$ cat src/rtl/and_unit_arbiter.sv
// and_unit_arbiter
// Shares one registered bitwise AND unit among four requesters. A requester
// is granted in IDLE and its operands are latched. The AND is computed in EXEC,
// and the result is presented with a one-cycle done pulse. The grant is
// released in RESP.
//
// Build option: define AND_ARB_FIXED_PRIO_EN for fixed priority (requester 0
// highest). Leave it undefined for round-robin arbitration, which starts the
// search one past the last winner.
module and_unit_arbiter #(
    parameter int WIDTH = 8
) (
    input  logic               clk,
    input  logic               rst,
    input  logic [3:0]         req,
    input  logic [4*WIDTH-1:0] a_bus,
    input  logic [4*WIDTH-1:0] b_bus,
    output logic [3:0]         gnt,
    output logic               busy,
    output logic               done,
    output logic [WIDTH-1:0]   z
);

    localparam logic [1:0] ST_IDLE = 2'b00;
    localparam logic [1:0] ST_EXEC = 2'b01;
    localparam logic [1:0] ST_RESP = 2'b10;

    logic [1:0]       state_reg;
    logic [3:0]       gnt_reg;
    logic             done_reg;
    logic [WIDTH-1:0] z_reg;
    logic [WIDTH-1:0] a_q_reg;
    logic [WIDTH-1:0] b_q_reg;
`ifndef AND_ARB_FIXED_PRIO_EN
    logic [1:0]       win_reg;
    logic [1:0]       last_reg;
    logic [1:0]       cand;
`endif

    logic             sel_valid;
    logic [1:0]       sel_idx;
    logic [WIDTH-1:0] a_arr [4];
    logic [WIDTH-1:0] b_arr [4];

    // Unpack the per-requester operand slices.
    generate
        for (genvar gi = 0; gi < 4; gi++) begin : g_unpack
            assign a_arr[gi] = a_bus[gi*WIDTH +: WIDTH];
            assign b_arr[gi] = b_bus[gi*WIDTH +: WIDTH];
        end
    endgenerate

    // Winner selection. The loop walks from lowest to highest priority, so the
    // last asserted request that the loop visits is the one that wins.
    always_comb begin
        sel_valid = 1'b0;
        sel_idx   = 2'd0;
`ifdef AND_ARB_FIXED_PRIO_EN
        for (int k = 3; k >= 0; k--) begin
            if (req[k]) begin
                sel_valid = 1'b1;
                sel_idx   = 2'(k);
            end
        end
`else
        cand = 2'd0;
        // The candidate at offset 4 wraps back to last_reg. That is the lowest
        // priority, so the previous winner goes behind everyone else.
        for (int k = 4; k >= 1; k--) begin
            cand = last_reg + 2'(k);
            if (req[cand]) begin
                sel_valid = 1'b1;
                sel_idx   = cand;
            end
        end
`endif
    end

    // Transaction sequencer: grant and latch, then compute, then release.
    always_ff @(posedge clk or posedge rst) begin
        if (rst) begin
            state_reg <= ST_IDLE;
            gnt_reg   <= 4'b0000;
            done_reg  <= 1'b0;
            z_reg     <= '0;
            a_q_reg   <= '0;
            b_q_reg   <= '0;
`ifndef AND_ARB_FIXED_PRIO_EN
            win_reg   <= 2'd0;
            last_reg  <= 2'd3;
`endif
        end else begin
            case (state_reg)
                ST_IDLE: begin
                    if (sel_valid) begin
                        gnt_reg   <= 4'b0001 << sel_idx;
                        a_q_reg   <= a_arr[sel_idx];
                        b_q_reg   <= b_arr[sel_idx];
`ifndef AND_ARB_FIXED_PRIO_EN
                        win_reg   <= sel_idx;
`endif
                        state_reg <= ST_EXEC;
                    end
                end
                ST_EXEC: begin
                    z_reg     <= a_q_reg & b_q_reg;
                    done_reg  <= 1'b1;
                    state_reg <= ST_RESP;
                end
                ST_RESP: begin
                    done_reg  <= 1'b0;
                    gnt_reg   <= 4'b0000;
`ifndef AND_ARB_FIXED_PRIO_EN
                    last_reg  <= win_reg;
`endif
                    state_reg <= ST_IDLE;
                end
                default: begin
                    done_reg  <= 1'b0;
                    gnt_reg   <= 4'b0000;
                    state_reg <= ST_IDLE;
                end
            endcase
        end
    end

    assign gnt  = gnt_reg;
    assign done = done_reg;
    assign z    = z_reg;
    assign busy = (state_reg != ST_IDLE);

endmodule

$ cat config.mk
export PLATFORM = sky130hd
export DESIGN_NAME = and_unit_arbiter
export DESIGN_NICKNAME = d
export VERILOG_FILES = /design/src/rtl/and_unit_arbiter.sv
export SDC_FILE = /design/constraint.sdc
export NUM_CORES = 1
export LEC_CHECK = 0
export CORE_ASPECT_RATIO = 0.9
export CORE_MARGIN = 8
export CORE_UTILIZATION = 39
export DETAILED_ROUTE_END_ITERATION = 16
export PLACE_DENSITY = 0.77
export SYNTH_ARGS = -nofsm -noshare
export SYNTH_HDL_FRONTEND = slang
export SYNTH_SLANG_ARGS = --single-unit
$ cat constraint.sdc
create_clock -name clk -period 1.6 [get_ports clk]
set_input_delay 0.32 -clock clk [delete_from_list [all_inputs] [get_ports clk]]
set_output_delay 0.32 -clock clk [all_outputs]
set_load 0.01 [all_outputs]
# Word level (Yosys, flattened, before mapping)
# Index checks and enable logic that the tools add are counted.
[totals]
reg_bits = 35
latchBits = 0
ram_bits = 0
mem_bits_ro = 0
out_inout_bits = 14
wordCells = 54
n_memories = 0
[classes]
add_sub_neg = 3
mul = 0
div_mod_pow = 0
order_cmp = 5
eq_ne = 3
shift = 1
mux = 27
n_bitwise = 3
n_reduce_logical = 4
[op_table]
columns = ["op", "n"]
rows = [
  ["binary-select mux 8 bit (select 2 bit)", 2],
  ["2-to-1 mux 8 bit", 4],
  ["< comparator 2 x 3 -> 1 bit, second input constant", 4],
  ["2-to-1 mux 2 bit", 5],
  ["bitwise AND 8 bit", 1],
  ["binary-select mux 1 bit (select 2 bit)", 4],
  ["2-to-1 mux 1 bit", 8],
  ["case mux 4 bit (2 select lines)", 1],
  ["adder 2 bit, second input constant", 2],
  ["2-to-1 mux 4 bit", 1],
  ["case mux 2 bit (2 select lines)", 1],
  ["AND reduction 2 bit", 2],
  ["left shift 1 x 2 -> 4 bit, first input constant", 1],
  ["greater-or-equal comparator 3 bit, second input constant", 1],
  ["inverter 2 -> 3 bit", 1],
  ["adder 2 x 1 -> 2 bit, second input constant", 1],
  ["equality test 2 x 1 -> 1 bit, second input constant", 1],
  ["equality test 2 bit, second input constant", 1],
  ["logical NOT 2 bit", 1],
  ["inequality test 2 bit, second input constant", 1],
  ["case mux 1 bit (2 select lines)", 1],
  ["nonzero test 2 bit", 1],
  ["inverter 1 bit", 1],
]

# Depth between registers and ports, before layout
# Gate-level depths: netlist (run 1).
[logic_depth]
word_depth = 10
depth_mapped = 7

# Worst setup path after synthesis (run 1)
# Ideal clock, no wire load.
[synth_timing]
path_type = "register to register"
from = "reg last_reg[1]"
to = "reg a_q_reg[7]"
arrival_time_ps = 1590
required_time_ps = 1467
slack_ps = -122
path_stages_with_launch = 7
period_less_slack_ps = 1722
path_cell_list = "dfstp_2 inv_1 o311ai_4 nand2_2 buf_6 a211oi_2 a211oi_2"
[synth_between]
elab_chain_cells = 10
word_cells_on_any_way = 24
classes_between = "add/sub: 3; mux: 19; bitwise: 1; reduce/logical: 1"
[synth_rtl]
columns = ["element", "line_no", "source"]
rows = [
  ["start: declaration", "36", "logic [1:0] last_reg;"],
  ["start signal: assignment", "114", "last_reg <= win_reg;"],
  ["adder 2 bit / binary-select mux 1 bit (select 2 bit) (equally long branches)", "70, 71", ""],
  ["binary-select mux 1 bit (select 2 bit) / 2-to-1 mux 1 bit (equally long branches)", "71", "if (req[cand]) begin"],
  ["2-to-1 mux 1 bit (implied by the code) / 2-to-1 mux 2 bit (equally long branches)", "71", ""],
  ["2-to-1 mux 2 bit (3 in series)", "71", ""],
  ["inverter 2 -> 3 bit (implied by the code)", "97", "a_q_reg <= a_arr[sel_idx];"],
  ["binary-select mux 8 bit (select 2 bit)", "97", ""],
  ["2-to-1 mux 8 bit (implied by the code) (2 in series)", "97", ""],
  ["end signal: assignment", "97", ""],
  ["end: declaration", "32", "logic [WIDTH-1:0] a_q_reg;"],
]
# Several ways; a longest one is shown, not always the timed one. The select of a mux whose other input is x is not followed.
# A chain may end at the register's enable or synchronous reset.

# Final worst setup path (run 1)
[layout_timing]
from = "reg last_reg[0]"
to = "reg a_q_reg[5]"
# Same word-level chain as after synthesis.

==> results.txt, run 1 <==
----------------------------------------------------
[STA]
  Final Max Tran Viols ... 0
  Final min period ... approximately 1.8 ns
  Worst slew margin ... about two thirds
  Number of hold violations in the final report ... 0
  Final WS setup ... -0.1576 ns
  Layout Skew ... 0.008511 ns
  Final sum of negative setup slack ... -1.690 ns
  # setup viols final ... 18
  Post-route fraction of the period consumed by the critical path ... 109.9%
  Max Clk Rate ... ~570 MHz
  Slew at the pin closest to its max-slew limit ... 0.4822 ns
  RSZ-0062 raised after global routing ... yes

[Global routing]
  Met3 Resource Use GR ... 5.348%
  Met2 demand-to-capacity share in global routing ... about a quarter
  Grt total ovfl ... 0
  Pin count of the biggest net entering global routing ... 36
  Aggregate global-route resource usage ... 15.84%
  Global-route wire length before repair ... 9949 µm
  Number of global-route vias before repair ... roughly 2,100
  Most Crowded Layer GR ... met2
  Grt met1 use ... approximately a fifth
  Antenna violations before repair ... 0

[Pwr]
  Worst vdd rail ir drop ... 0.0008177 V
  Share of total power in combinational logic ... 61.9%
  Power density of the placed cells ... about 1700 mW/mm²
  Clock Power Share ... between 10% and 20%
  Static leakage power ... approximately 0.0014 µW
  Relative contribution of sequential cells to total power ... approximately 28%
  Final Power ... between 5000 and 6000 µW
  Switching power ... 2269 µW
  Internal portion of total power ... about 3500 µW
  Switch share ... between 30% and 40%

[CTS]
  Sinks on Clock Net ... 35
  Number of buffers created by CTS ... 5
  TritonCTS clock tree ... done
  Clock latency on the worst-skew pair ... around 0.29 ns
  Post-cts hold buffer count ... 0
  Clock slew seen by the registers of the worst setup and hold paths ... around 0.070 ns
  Number of H-tree levels ... 2
  Root buffer selected by CTS ... sky130_fd_sc_hd__clkbuf_8
  Max Buffers Root-to-Sink ... 2

[Synth]
  Yosys reg bits ... 35
  Netlist cell types ... 32
  Synthesized Nets ... 261
  Predominant post-synthesis flop cell ... sky130_fd_sc_hd__dfrtp_1
  Fraction of registers with async set or reset after synthesis ... 100.0%
  Mean instance size in the synthesized netlist ... roughly 11 µm²
  Cell Area, Synth ... 0.002034 mm²
  Number of warnings issued by yosys ... 0
  Sequential element share of the synthesized area ... approximately 43%
  Gate Count Post-Synth ... approximately 190
  Number of enable-type register cells in the synthesized netlist ... 0

[Placed design]
  Global placement routability congestion ... around 0.78
  Placed wire-length estimate after detailed placement ... roughly 4600 µm
  Post-place instance area ... 0.003068 mm²
  Port bufs ... just over 80

[Setup path]
  Slowest cell on the critical path ... sky130_fd_sc_hd__dfstp_2
  Depth of the worst register-to-register path ... 7
  Worst Path Class, Setup ... register to register
  Cell breakdown of the critical path ... nor2b_4, o21ai_4, and3_4, buf_6, buf_4, mux2i_2, a211oi_2
  Delay contributed by the slowest stage of the critical path ... 0.60 ns
  Required time at the endpoint of the critical path ... 1.75 ns
  Data arrival time at the worst-slack endpoint ... between 1.5 and 2 ns
  Largest fanout on the critical path ... 4
  Element type at the critical path start ... register
  Worst setup EP type ... register

[Detailed routing]
  Number of optimization iterations in the first detailed-route pass ... 4
  Number of nets with antenna violations after routing ... 0
  Per-cell via count in the routed design ... 5.098
  Number of remaining DRC errors ... 0
  Vias ... 1,866
  Detailed-route wire length per cell ... between 15 and 20 µm
  Starting DRT DRC Count ... around 120
  Drt total wl ... just over 6000 µm

[Die]
  Die outline area ... 0.007787 mm²
  Effective utilization at floorplan ... between 30% and 40%
  DIE WIDTH ... a little over 90 µm
  Placement row count ... 25
  Number of primary I/O pins ... 84
  Die Ht ... between 80 and 90 µm
  Floorplan core area ... 0.005130 mm²

[Cells and area]
  Total area of multi-input combinational cells ... between 0.001 and 0.0015 mm²
  Post-layout net count ... 368
  Share of final-layout standard cells stronger than drive strength 1 ... 30.43%
  Leading cell type in the layout, fill and taps excluded ... sky130_fd_sc_hd__clkdlybuf4s50_1
  Fin area ... 0.003477 mm²
  N_diodes ... 0
  Most frequent cells in the layout ... sky130_fd_sc_hd__clkdlybuf4s50_1, sky130_fd_sc_hd__dfrtp_1, sky130_fd_sc_hd__nor2_1
  Count of fill cells added during filler insertion ... between 300 and 400
  Flip-flop and latch area ... about 900 µm²
  Synthesis-to-finish area growth ... 70.91%

[Run status]
  Outcome ... finished with violations
  Violations in the final reports ... negative setup slack

[Job]
  Max-capacitance violation count ... 0

[Min path]
  Worst hold path type ... input pin to asynchronous set/reset pin

----------------------------------------------------
[worst max-delay path: cells and delay by family (launching register included)]
family / cells / cell delay [ns]
mux: 1 / 0.25
compound gates: 2 / 0.26
flops: 1 / 0.60
buf+inv: 2 / 0.23
simple gates: 2 / 0.30
[timing repair]
item / CTS / global route
buffers inserted: 10 / 2
cloned: 0 / 0
pin swaps: 10 / 12
gates resized for setup: 35 / 15
setup endpoints to repair: 22 / 21
[path summary, 6_finish.rpt]
path,from,end,slack (ns)
max,last_reg[0]$_DFFE_PP1N_,a_q_reg[5]$_DFFE_PP0P_,-0.16
min,rst,a_q_reg[2]$_DFFE_PP0P_,0.38
max reg2reg,last_reg[0]$_DFFE_PP1N_,a_q_reg[5]$_DFFE_PP0P_,-0.16
min reg2reg,z[0]$_DFFE_PP0P_,z[0]$_DFFE_PP0P_,0.48
max in group asynchronous,rst,last_reg[1]$_DFFE_PP1N_,0.97
min in group clk,z[0]$_DFFE_PP0P_,z[0]$_DFFE_PP0P_,0.48
[cell families (layout without fill, tap and decap cells)]
kind of cell / Yosys count / after routing / synth area share, %
and+or+nand+nor: 73 / 73 / 20.48
DFF: 35 / 35 / 43.17
AOI/OAI and AO/OA: 50 / 50 / 22.69
muxes: 18 / 18 / 8.979
buffers and inverters: 15 / 123 / 4.674
[cell usage after synthesis (2+ instances only)]
cell type,count,area (µm²)
sky130_fd_sc_hd__a211oi_1,16,120.1
sky130_fd_sc_hd__a211oi_2,16,200.2
sky130_fd_sc_hd__a22o_1,2,17.52
sky130_fd_sc_hd__and4_1,16,140.1
sky130_fd_sc_hd__buf_2,3,15.01
sky130_fd_sc_hd__buf_6,2,22.52
sky130_fd_sc_hd__clkbuf_1,5,18.77
sky130_fd_sc_hd__dfrtp_1,33,825.8
sky130_fd_sc_hd__dfstp_2,2,52.55
sky130_fd_sc_hd__inv_1,3,11.26
sky130_fd_sc_hd__mux2_2,2,22.52
sky130_fd_sc_hd__mux2i_1,16,160.2
sky130_fd_sc_hd__nand2_1,18,67.56
sky130_fd_sc_hd__nand2b_1,3,18.77
sky130_fd_sc_hd__nor2_1,24,90.09
sky130_fd_sc_hd__nor2b_1,3,18.77
sky130_fd_sc_hd__o21ai_0,9,45.04
sky130_fd_sc_hd__o21ai_1,3,15.01
sky130_fd_sc_hd__o21ai_4,2,32.53
[area by class of cell]
class                   count  share of cell area (%)
well taps                  67                   2.411
flip-flops and latches     35                   25.26
multi-input cells         141                   36.42
clock inverters             3                  0.4318
inverters                   3                  0.3239
repair buffers            112                   33.18
clock buffers               5                   1.979
[power by group through the flow]
stage	Sequential, µW	Combinational [µW]	Clock (µW)
final	1610	3600	608
after global routing	1660	3900	665
after CTS	1600	3360	619
after detailed placement	1610	2870	0
after global placement	1590	2800	0
after floorplan	1650	1730	0
[metal layers]
metal | vias up | part of all wire, %
li1 | 915 | -
met1 | 874 | 42
met2 | 67 | 49
met3 | 10 | 7.6
met4 | 0 | 1.6
met5 | - | 0
[through the flow]
step / setup slack [ns] / hold slack [ns] / std cells / utilization, %
3_5_place_dp: -0.7156 / 0.4707 / 346 / 59.80
2_1_floorplan: -0.08018 / 0.4515 / 191 / -
5_1_grt: -0.2201 / 0.4217 / 366 / 67.78
6_report: -0.1576 / 0.3804 / 366 / 67.78
4_1_cts: -0.1377 / 0.3919 / 364 / 65.85
3_3_place_gp: -0.6869 / 0.4623 / 346 / 59.80
Note: power is estimated with default switching activity, not from simulation.
==> run 2, diff against run 1 <==
--- a/config.mk
+++ b/config.mk
@@ -6,7 +6,7 @@
 export NUM_CORES = 1
 export LEC_CHECK = 0
 export CORE_ASPECT_RATIO = 0.9
-export CORE_MARGIN = 8
+export CORE_MARGIN = 3
 export CORE_UTILIZATION = 39
 export DETAILED_ROUTE_END_ITERATION = 16
 export PLACE_DENSITY = 0.77
==> results.txt, run 2 (synthesis results as in run 1) <==
----------------------------------------------------
[Detailed routing]
  Per-cell via count in the routed design ... 5.220 (+2.4%)
  Vias ... 1,921 (+2.9%)
  Drt total wl ... 6023 µm (-3.3%)
  Detailed-route wire length per cell ... 16.37 µm (-3.8%)
  Starting DRT DRC Count ... 87 (-25%)
  Number of optimization iterations in the first detailed-route pass ... 4 (unchanged)
  Number of remaining DRC errors ... 0 (unchanged)
  Number of nets with antenna violations after routing ... 0 (unchanged)

[STA]
  RSZ-0062 raised after global routing ... yes
  Layout Skew ... 0.005029 ns (-0.003481 ns)
  Final min period ... 1.850 ns (+0.09255 ns)
  Max Clk Rate ... 540.5 MHz (-5.0%)
  Number of hold violations in the final report ... 0 (unchanged)
  Post-route fraction of the period consumed by the critical path ... 115.6% (+5.8 points)
  Final WS setup ... -0.2502 ns (-0.09255 ns)
  Final Max Tran Viols ... 0 (unchanged)
  Hold Slack ... 0.3881 ns (+0.007672 ns)
  Worst slew margin ... 67.01% (-0.85 points)
  Slew at the pin closest to its max-slew limit ... 0.4949 ns (+0.01269 ns)
  # setup viols final ... 18 (unchanged)
  Final sum of negative setup slack ... -3.365 ns (-1.676 ns)

[Global routing]
  Grt total ovfl ... 0 (unchanged)
  Number of global-route vias before repair ... 1,926 (-6.1%)
  Pin count of the biggest net entering global routing ... 36 (unchanged)
  Aggregate global-route resource usage ... 20.56% (+4.7 points)
  Global-route wire length before repair ... 9280 µm (-6.7%)
  Antenna violations before repair ... 0 (unchanged)

[Pwr]
  Static leakage power ... 0.001380 µW (+0.78%)
  Share of total power in combinational logic ... 61.5% (-0.4 points)
  Clock Power Share ... 10.5% (about the same)
  Power density of the placed cells ... 1667 mW/mm² (-0.31%)
  Worst vdd rail ir drop ... 0.0007605 V (-7.0%)
  Relative contribution of sequential cells to total power ... 28.0% (+0.4 points)
  Switch share ... 38.99% (about the same)
  Internal portion of total power ... 3530 µW (-0.44%)
  Final Power ... 5786 µW (-0.49%)
  Switching power ... 2256 µW (-0.57%)

[Run status]
  Outcome ... finished with violations
  Violations in the final reports ... negative setup slack

[Cells and area]
  Synthesis-to-finish area growth ... 70.60%
  Post-layout net count ... 372 (+1.1%)
  Final core utilization ... 70.05% (+2.3 points)
  Share of final-layout standard cells stronger than drive strength 1 ... 32.34% (+1.9 points)
  Most frequent cells in the layout ... sky130_fd_sc_hd__clkdlybuf4s50_1, sky130_fd_sc_hd__dfrtp_1, sky130_fd_sc_hd__nor2_1
  N_diodes ... 0 (unchanged)
  Leading cell type in the layout, fill and taps excluded ... sky130_fd_sc_hd__clkdlybuf4s50_1

[Setup path]
  Largest fanout on the critical path ... 8 (+4)
  Depth of the worst register-to-register path ... 7 (unchanged)
  Required time at the endpoint of the critical path ... 1.77 ns (+0.02 ns)
  Data arrival time at the worst-slack endpoint ... 2.02 ns (+0.11 ns)
  Reg2Reg Capture Point ... a_q_reg[4]$_DFFE_PP0P_
  Worst Path Class, Setup ... register to register
  FF-to-FF Start ... last_reg[0]$_DFFE_PP1N_
  Element type at the critical path start ... register
  Crit. Startpoint ... last_reg[0]$_DFFE_PP1N_
  Worst setup EP type ... register
  Reg-to-reg setup timing slack ... -0.25 ns (-0.09 ns)

[Die]
  DIE WIDTH ... 82.13 µm (-11%)
  Effective utilization at floorplan ... 41.06% (+1.4 points)
  Number of primary I/O pins ... 84 (unchanged)
  Floorplan core area ... 0.004955 mm² (-3.4%)
  Placement row count ... 24 (-4.0%)
  Die outline area ... 0.006120 mm² (-21%)
  Die Ht ... 74.52 µm (-12%)

[CTS]
  Clock latency on the worst-skew pair ... 0.29 ns (about the same)
  TritonCTS clock tree ... done
  Clock slew seen by the registers of the worst setup and hold paths ... 0.07 ns (about the same)
  Post-cts hold buffer count ... 0 (unchanged)
  Sinks on Clock Net ... 35 (unchanged)
  Number of buffers created by CTS ... 5 (unchanged)
  Max Buffers Root-to-Sink ... 2 (unchanged)
  Number of H-tree levels ... 2 (unchanged)
  Root buffer selected by CTS ... sky130_fd_sc_hd__clkbuf_8

[Placed design]
  Placed wire-length estimate after detailed placement ... 4363 µm (-5.1%)
  Port bufs ... 83 (unchanged)
  Global placement routability congestion ... 0.7815 (-0.15%)
  Worst slack, placed ... -0.6997 ns (+0.01583 ns)

[Job]
  Max-capacitance violation count ... 0 (unchanged)

[Min path]
  Worst hold path type ... input pin to asynchronous set/reset pin

----------------------------------------------------
run 2: how the worst max path moves through the flow:
stage / endpoint / slack [ns] / depth (start not counted)
6_report: a_q_reg[4]$_DFFE_PP0P_ / -0.25 / 7
5_1_grt: a_q_reg[4]$_DFFE_PP0P_ / -0.30 / 7
4_1_cts: b_q_reg[3]$_DFFE_PP0P_ / -0.25 / 7
3_5_place_dp: b_q_reg[6]$_DFFE_PP0P_ / -0.70 / 5
3_3_place_gp: a_q_reg[4]$_DFFE_PP0P_ / -0.64 / 8
2_1_floorplan: a_q_reg[7]$_DFFE_PP0P_ / -0.08 / 7
run 2: final cells by class:
type,count,area [µm²]
clock inverters,1,5.005
multi-input cells,141,1256
repair buffers,116,1162
fillers,388,1484
well taps,65,81.33
clock buffers,7,76.32
flip-flops and latches,35,878.3
inverters,3,11.26
run 2: power by group through the flow:
stage / clock network (µW) / logic (µW) / registers (µW)
CTS: 616 / 3350 / 1610
detailed placement: 0 / 2900 / 1620
floorplan: 0 / 1730 / 1650
global route: 659 / 3820 / 1660
global placement: 0 / 2820 / 1600
finish: 607 / 3560 / 1620
run 2: stage by stage:
step | instances | cell area, µm²
after floorplan | 191 | 2053
after global placement | 351 | 3105
after detailed placement | 351 | 3105
after CTS | 367 | 3386
after global routing | 368 | 3471
final | 368 | 3471
run 2: worst max-delay path, cell delays in order (launching register included):
cell and delay [ns]:
sky130_fd_sc_hd__dfstp_2 0.60, sky130_fd_sc_hd__nor2b_4 0.07, sky130_fd_sc_hd__buf_6 0.12, sky130_fd_sc_hd__o21ai_4 0.14, sky130_fd_sc_hd__and3_4 0.26, sky130_fd_sc_hd__buf_12 0.18, sky130_fd_sc_hd__mux2i_4 0.26, sky130_fd_sc_hd__a211oi_2 0.09
run 2: repair_timing:
action / CTS / global route
endpoints found under the setup margin: 23 / 21
gates resized for setup: 36 / 18
gates cloned: 2 / 0
buffers inserted: 6 / 2
pin swaps: 8 / 10
hold endpoints to repair: 0 / 0
run 2: metal layers:
| layer | share of wire (%) | global-route usage (%) | vias up | wire length, µm |
|---|---|---|---|---|
| met5 | 0 | 0 | - | 0 |
| met1 | 43 | 26.63 | 894 | 2605 |
| met3 | 8.1 | 5.932 | 11 | 488 |
| li1 | - | - | 931 | - |
| met2 | 47 | 33.00 | 85 | 2822 |
| met4 | 1.8 | 7.196 | 0 | 107 |
